### src/rtl/decode_queue.sv
// Fetch-to-decode queue: circular buffer of fetched instructions with trap info and next-pc.
// Define DECODE_QUEUE_BYPASS_EN to forward an entry offered into an empty queue in the same cycle.
module decode_queue #(
    parameter int XLEN  = 32,
    parameter int DEPTH = 4
) (
    input  logic                     clk,
    input  logic                     rst,
    input  logic                     flush,
    input  logic                     in_valid,
    output logic                     in_ready,
    input  logic [XLEN-1:0]          in_pc,
    input  logic [31:0]              in_instr,
    input  logic                     in_exception,
    input  logic [3:0]               in_ecause,
    input  logic [XLEN-1:0]          in_etval,
    output logic                     out_valid,
    input  logic                     out_ready,
    output logic [XLEN-1:0]          out_pc,
    output logic [31:0]              out_instr,
    output logic                     out_exception,
    output logic [3:0]               out_ecause,
    output logic [XLEN-1:0]          out_etval,
    output logic [XLEN-1:0]          out_npc,
    output logic [$clog2(DEPTH):0]   count
);

    localparam int AW = $clog2(DEPTH);

    logic [XLEN-1:0] pc_mem    [DEPTH];
    logic [31:0]     instr_mem [DEPTH];
    logic            exc_mem   [DEPTH];
    logic [3:0]      ecause_mem[DEPTH];
    logic [XLEN-1:0] etval_mem [DEPTH];

    logic [AW:0]   wr_ptr, rd_ptr;
    logic [AW-1:0] wr_idx, rd_idx;
    logic          full, empty, push, pop, wr_en;

    assign wr_idx = wr_ptr[AW-1:0];
    assign rd_idx = rd_ptr[AW-1:0];
    assign empty  = (wr_ptr == rd_ptr);
    assign full   = (wr_idx == rd_idx) && (wr_ptr[AW] != rd_ptr[AW]);
    assign count  = wr_ptr - rd_ptr;

    // in_ready looks only at local state so fetch never sees a path from decode's stall
    assign in_ready = !full && !flush && !rst;
    assign push     = in_valid && in_ready;
    assign pop      = out_valid && out_ready && !empty;

`ifdef DECODE_QUEUE_BYPASS_EN
    logic bypass_hit;
    assign bypass_hit = empty && push;
    assign out_valid  = (!empty || bypass_hit) && !flush;
    // a bypassed entry consumed in the same cycle never occupies a slot
    assign wr_en      = push && !(bypass_hit && out_ready);

    always_comb begin
        out_pc        = pc_mem[rd_idx];
        out_instr     = instr_mem[rd_idx];
        out_exception = exc_mem[rd_idx];
        out_ecause    = ecause_mem[rd_idx];
        out_etval     = etval_mem[rd_idx];
        if (bypass_hit) begin
            out_pc        = in_pc;
            out_instr     = in_instr;
            out_exception = in_exception;
            out_ecause    = in_ecause;
            out_etval     = in_etval;
        end
    end
`else
    assign out_valid     = !empty && !flush;
    assign wr_en         = push;
    assign out_pc        = pc_mem[rd_idx];
    assign out_instr     = instr_mem[rd_idx];
    assign out_exception = exc_mem[rd_idx];
    assign out_ecause    = ecause_mem[rd_idx];
    assign out_etval     = etval_mem[rd_idx];
`endif

    assign out_npc = out_pc + ((out_instr[1:0] == 2'b11) ? XLEN'(4) : XLEN'(2));

    always_ff @(posedge clk or posedge rst) begin
        if (rst) begin
            wr_ptr <= '0;
            rd_ptr <= '0;
            for (int i = 0; i < DEPTH; i++) begin
                pc_mem[i]     <= '0;
                instr_mem[i]  <= '0;
                exc_mem[i]    <= 1'b0;
                ecause_mem[i] <= '0;
                etval_mem[i]  <= '0;
            end
        end else if (flush) begin
            wr_ptr <= '0;
            rd_ptr <= '0;
        end else begin
            if (wr_en) begin
                pc_mem[wr_idx]     <= in_pc;
                instr_mem[wr_idx]  <= in_instr;
                exc_mem[wr_idx]    <= in_exception;
                ecause_mem[wr_idx] <= in_ecause;
                etval_mem[wr_idx]  <= in_etval;
                wr_ptr             <= wr_ptr + (AW+1)'(1);
            end
            if (pop)
                rd_ptr <= rd_ptr + (AW+1)'(1);
        end
    end

endmodule
### config.mk
export PLATFORM = sky130hd
export DESIGN_NAME = decode_queue
export DESIGN_NICKNAME = d
export VERILOG_FILES = /design/src/rtl/decode_queue.sv
export SDC_FILE = /design/constraint.sdc
export NUM_CORES = 1
export LEC_CHECK = 0
export BUFFER_PORTS_ARGS = -buffer_cell sky130_fd_sc_hd__buf_2
export CORE_MARGIN = 2
export CORE_UTILIZATION = 58
export DETAILED_ROUTE_END_ITERATION = 8
export PLACE_DENSITY = 0.8
export REMOVE_ABC_BUFFERS = 1
export SLEW_MARGIN = 5
export SYNTH_ARGS = -nofsm -noshare
export SYNTH_HDL_FRONTEND = slang
export SYNTH_SLANG_ARGS = --single-unit
### constraint.sdc
create_clock -name clk -period 18.9 [get_ports clk]
set_clock_uncertainty 0.15 [all_clocks]
set_input_delay 3.78 -clock clk [delete_from_list [all_inputs] [get_ports clk]]
set_output_delay 3.78 -clock clk [all_outputs]
set_load 0.03 [all_outputs]
Word-level counts from Yosys, hierarchy flattened
Index checks and enable logic that the tools add are counted.
Word-level totals
  bits in registers: 410
  bits in latches: 0
  memory bits (writable): 0
  memory bits (read-only): 0
  input port bits: 106
  output and inout bits: 138
  word-level logic and storage cells: 82
  memories kept: 0
Operators by class
  $add $sub $neg: 4
  $mul: 0
  divide/modulo/power cells: 0
  order comparisons: 3
  eq/ne operators: 4
  shift-type cells: 0
  multiplexer cells: 31
  bitwise operators: 3
  reductions and logical operators: 15
Operators by type and width (number)
  128-bit bitwise mux: 3
  32-bit two-way mux: 7
  32-bit binary-select mux with 2-bit select: 3
  32-bit demux with 2-bit select: 1
  32-bit by 3-bit adder with 32-bit output: 1
  16-bit bitwise mux: 1
  3-bit two-way mux: 5
  4-bit two-way mux: 3
  4-bit binary-select mux with 2-bit select: 1
  4-bit demux with 2-bit select: 1
  1-bit logical AND: 8
  3-bit by 1-bit adder with 3-bit output (second input constant): 2
  3-bit greater-or-equal comparator (second input constant): 2
  2-bit inverter with 3-bit output: 2
  4-bit bitwise mux: 1
  1-bit zero test: 4
  2-bit nonzero test: 2
  3-bit == test: 1
  3-bit by 1-bit < comparator with 1-bit output (second input constant): 1
  1-bit two-way mux: 3
  3-bit subtractor: 1
  1-bit binary-select mux with 2-bit select: 1
  1-bit demux with 2-bit select: 1
  2-bit == test: 1
  other kinds (4): 4

Depth between registers and ports, before layout
  depth after elaboration: 8
  gate-level depth with buffers: 14
  mapped depth without buffers: 9

Least setup slack after synthesis
Ideal clock, no wire load.
  kind: in2out
  start: input flush
  end: output out_valid
  data arrival time: 4.536 ns
  data required time: 14.970 ns
  setup slack: 10.434 ns
  stages: 2
  path buffers: 1
  path through: buf_1 a31oi_1
On the way
  word-level cells in the longest chain between the ends: 2
RTL lines
  start: declaration: line 9  | input logic flush,
  1-bit zero test: line 73  | assign out_valid = !empty && !flush;
  1-bit logical AND: line 73
  end: declaration: line 17  | output logic out_valid,
No other way between the ends.

Worst setup path in the final report
  start: input flush
  end: output in_ready
On the way
  word-level cells in the longest chain between the ends: 3
RTL lines
  1-bit zero test: line 47  | assign in_ready = !full && !flush && !rst;
  1-bit logical AND (2 in series): line 47
  end: declaration: line 11  | output logic in_ready,
No other way between the ends.

==> run summary <==
Routability-driven placement finished with a final weighted congestion of 0.788. The first routing iteration left 516 violations. The signal on the critical path passes through buf_2, nor2_1, o21a_1, buf_2. In the final layout, the share of cells above drive strength 1 is 0.609. The final hold violation count came out at 0. After synthesis the cells add up to 0.0184 mm².

The slew at the pin with the worst max-slew slack is 1.03 ns. The via density per instance is 5.84. STA classifies the critical path endpoint as an output port. Synthesis handed over a netlist of 1110 instances. The largest single stage delay on the critical path is 0.19 ns. The worst slew margin relative to its limit is 0.314.

The cell with the largest stage delay on the worst path is sky130_fd_sc_hd__buf_2. The count of boundary I/O pins came out at 244. The placed instance area came out at 0.0199 mm². The setup path with the least slack is of type primary input to output port. In this run the remaining antenna-violating nets after routing total 0.

In this run the vertical extent of the chip is 182 µm. The sequential-to-total area share from yosys stat is 0.558. Of the available clock period, the critical path in the final layout requires 0.441. STA classifies the critical path startpoint as a primary input. Entering global routing, the biggest net connects 149 pins. The total wire length came out at 37600 µm.

Counting tap cells, the placed design contains a total of 1698 instances. The accumulated negative setup slack is 0 ns. Leaving out fill and tap cells, the most frequent cells in the layout are sky130_fd_sc_hd__dfrtp_1 (408), sky130_fd_sc_hd__mux2_2 (405), sky130_fd_sc_hd__buf_2 (243). The number of antenna violations at the first check in global routing is 12. The dominant register cell in the synthesized netlist is sky130_fd_sc_hd__dfrtp_1. The number of distinct library cell variants in the gate-level netlist after synthesis is 34.

The post-synthesis register bit count is 410. Setup repair after global routing left no endpoint under its margin. The level count of the clock H-tree came out at 2. The post-place setup slack came out at 10.58 ns. The cell family contributing the most delay on the critical path is buffers and inverters. The number of buffers on the longest clock path is 3.

The number of instances resized during post-cts repair is 0. The clock-pin slew of the registers on the worst-case setup and hold paths came out at 0.06 ns. The buffer type at the clock tree root is sky130_fd_sc_hd__clkbuf_16. The run finished with clean final reports. The region available for standard cell placement spans 0.0314 mm².

The total of hold buffers inserted after clock tree synthesis is 0. The final critical path time including I/O delays and setup is 8.34 ns. The post-synthesis async set-or-reset flop share is 1.00. The worst hold margin is 0.347 ns. The setup slack of the critical path after layout is 10.56 ns.

The total power divided by cell area came out at 121 mW/mm². TritonCTS built the clock tree. The area growth from synthesis to layout is 16.6%. The total of max-cap violations came out at 0.

The cell area after layout is 0.0215 mm². The die area is 0.0332 mm². The synthesized design contains 0 enable-type register cells. Excluding fillers, the count of instances in the completed layout stands at 1784.

The vias after detailed routing is 10400. The number of DRC violations after detailed routing is 0. The count of synthesis-stage warnings from yosys came out at 0. The top fanout value on the critical path is 8. STA puts the critical path data required time at 14.97 ns.

VDD sags by at most 0.0000861 V. The number of fill cells in the layout came out at 2135. The clock drives 410 sinks.

Global routing finished with a remaining overflow of 0. In this run the tool buffered the top-level ports with 243 buffer cells. The leading cell type in the layout, fill and taps excluded is sky130_fd_sc_hd__dfrtp_1. The leakage power is 10.3 nW. The first global-routing pass estimated 60900 µm of wire. The placed wire-length estimate after detailed placement came out at 23300 µm. The combined buffer and inverter count along the critical path came out at 2. Once the clock tree was built, the setup fixing pass inserted 0 buffers. The floorplan has 65 rows. The core utilization of the finished layout is 0.683. The per-instance average area after synthesis is 16.6 µm². The most numerous cell type found on the critical path is sky130_fd_sc_hd__buf_2. The total routing usage reported by global routing came out at 0.233. The total design power came out at 2.59 mW.

The via count of the first global-routing pass is 11200. Setup violations remaining at the end of the flow were counted as 0. The number of optimization iterations in the first detailed-route pass came out at 4. The net count of the finished layout came out at 1459. The clock buffer count from CTS came out at 44. The initial core utilization is 0.586.

The fmax is 120 MHz. The path class of the tightest hold or removal check is flop to flop. The final number of max-transition violations came out at 0. The floorplan step set the die width to 182 µm.

The clock latency on the worst-skew pair came out at 0.53 ns. The average detailed-routed wire length per instance came out at 21.1 µm. For the worst setup path, the data arrival time is 4.41 ns.
-- registers in the layout, indices dropped and copies added (netlist names) --
name / count
instr_mem: 128
pc_mem: 128
ecause_mem: 16
wr_ptr: 3
rd_ptr: 3
exc_mem: 4
etval_mem: 128
-- synthesized netlist by cell type, types with 2 or more instances --
cell,number,share of area
sky130_fd_sc_hd__xnor2_1,28,0.013
sky130_fd_sc_hd__dfrtp_1,410,0.56
sky130_fd_sc_hd__nor3_4,2,0.0018
sky130_fd_sc_hd__clkbuf_1,16,0.0033
sky130_fd_sc_hd__nand4_1,7,0.0024
sky130_fd_sc_hd__nand3b_1,2,0.00082
sky130_fd_sc_hd__xor2_1,6,0.0029
sky130_fd_sc_hd__buf_4,4,0.0016
sky130_fd_sc_hd__mux4_1,9,0.013
sky130_fd_sc_hd__buf_2,45,0.012
sky130_fd_sc_hd__nand4_4,2,0.0023
sky130_fd_sc_hd__inv_1,9,0.0018
sky130_fd_sc_hd__nor2_1,11,0.0022
sky130_fd_sc_hd__fa_1,2,0.0022
sky130_fd_sc_hd__mux4_2,92,0.11
sky130_fd_sc_hd__mux2_2,405,0.25
sky130_fd_sc_hd__and4_1,3,0.0014
sky130_fd_sc_hd__nand3_1,12,0.0033
sky130_fd_sc_hd__nand2_1,17,0.0035
sky130_fd_sc_hd__and2_1,4,0.0014
sky130_fd_sc_hd__nor3_1,2,0.00054
sky130_fd_sc_hd__ha_1,9,0.0061
sky130_fd_sc_hd__buf_1,2,0.00041
-- where the power goes --
part	total (mW)	switching (mW)	internal, mW
sequential	1.06	0.0615	0.997
combinational	0.629	0.366	0.262
clock	0.899	0.345	0.555
total	2.59	0.773	1.81
-- area by class of cell --
type / count / area [µm²] / share of cell area
Sequential cell: 410 / 10300 / 0.479
Multi-Input combinational cell: 621 / 7770 / 0.362
Timing Repair Buffer: 256 / 1310 / 0.0612
Clock buffer: 60 / 1270 / 0.0594
Tap cell: 402 / 503 / 0.0234
Clock inverter: 21 / 269 / 0.0125
Inverter: 9 / 41.3 / 0.00192
Antenna cell: 5 / 12.5 / 0.000583
-- kinds of logic (layout without fill, tap and decap cells) --
family	after synthesis	after routing	share of synthesized area
buffers and inverters	79	346	0.0219
other	0	5	0
adder cells (fa/ha/maj)	11	11	0.00830
AND/OR/NAND/NOR	64	64	0.0206
multiplexers	506	506	0.373
flip-flops	410	410	0.558
AO/OA/AOI/OAI	6	6	0.00224
XOR/XNOR	34	34	0.0162
-- worst paths after layout --
kind / startpoint / to / slack [ns] / cells past startpoint
max: flush / in_ready / 10.56 / 4
min: pc_mem[100] / pc_mem[100] / 0.35 / 1
max reg2reg: rd_ptr[1] / instr_mem[122] / 14.49 / 8
min reg2reg: pc_mem[100] / pc_mem[100] / 0.35 / 1
max in group asynchronous: rst / etval_mem[118] / 12.83 / 4
min in group asynchronous: rst / wr_ptr[2] / 3.33 / 2
-- per-layer routing --
layer  routed length, µm  vias to the layer above  part of all wire  global-route usage
met5                  92                        -            0.0024                   0
met2               18600                      240              0.49               0.392
met4                 746                       14             0.020              0.0613
li1                    -                     4625                 -                   -
met1               15800                     5474              0.42               0.307
met3                2330                       66             0.062              0.0593
Power figures use the tool's default switching activity.
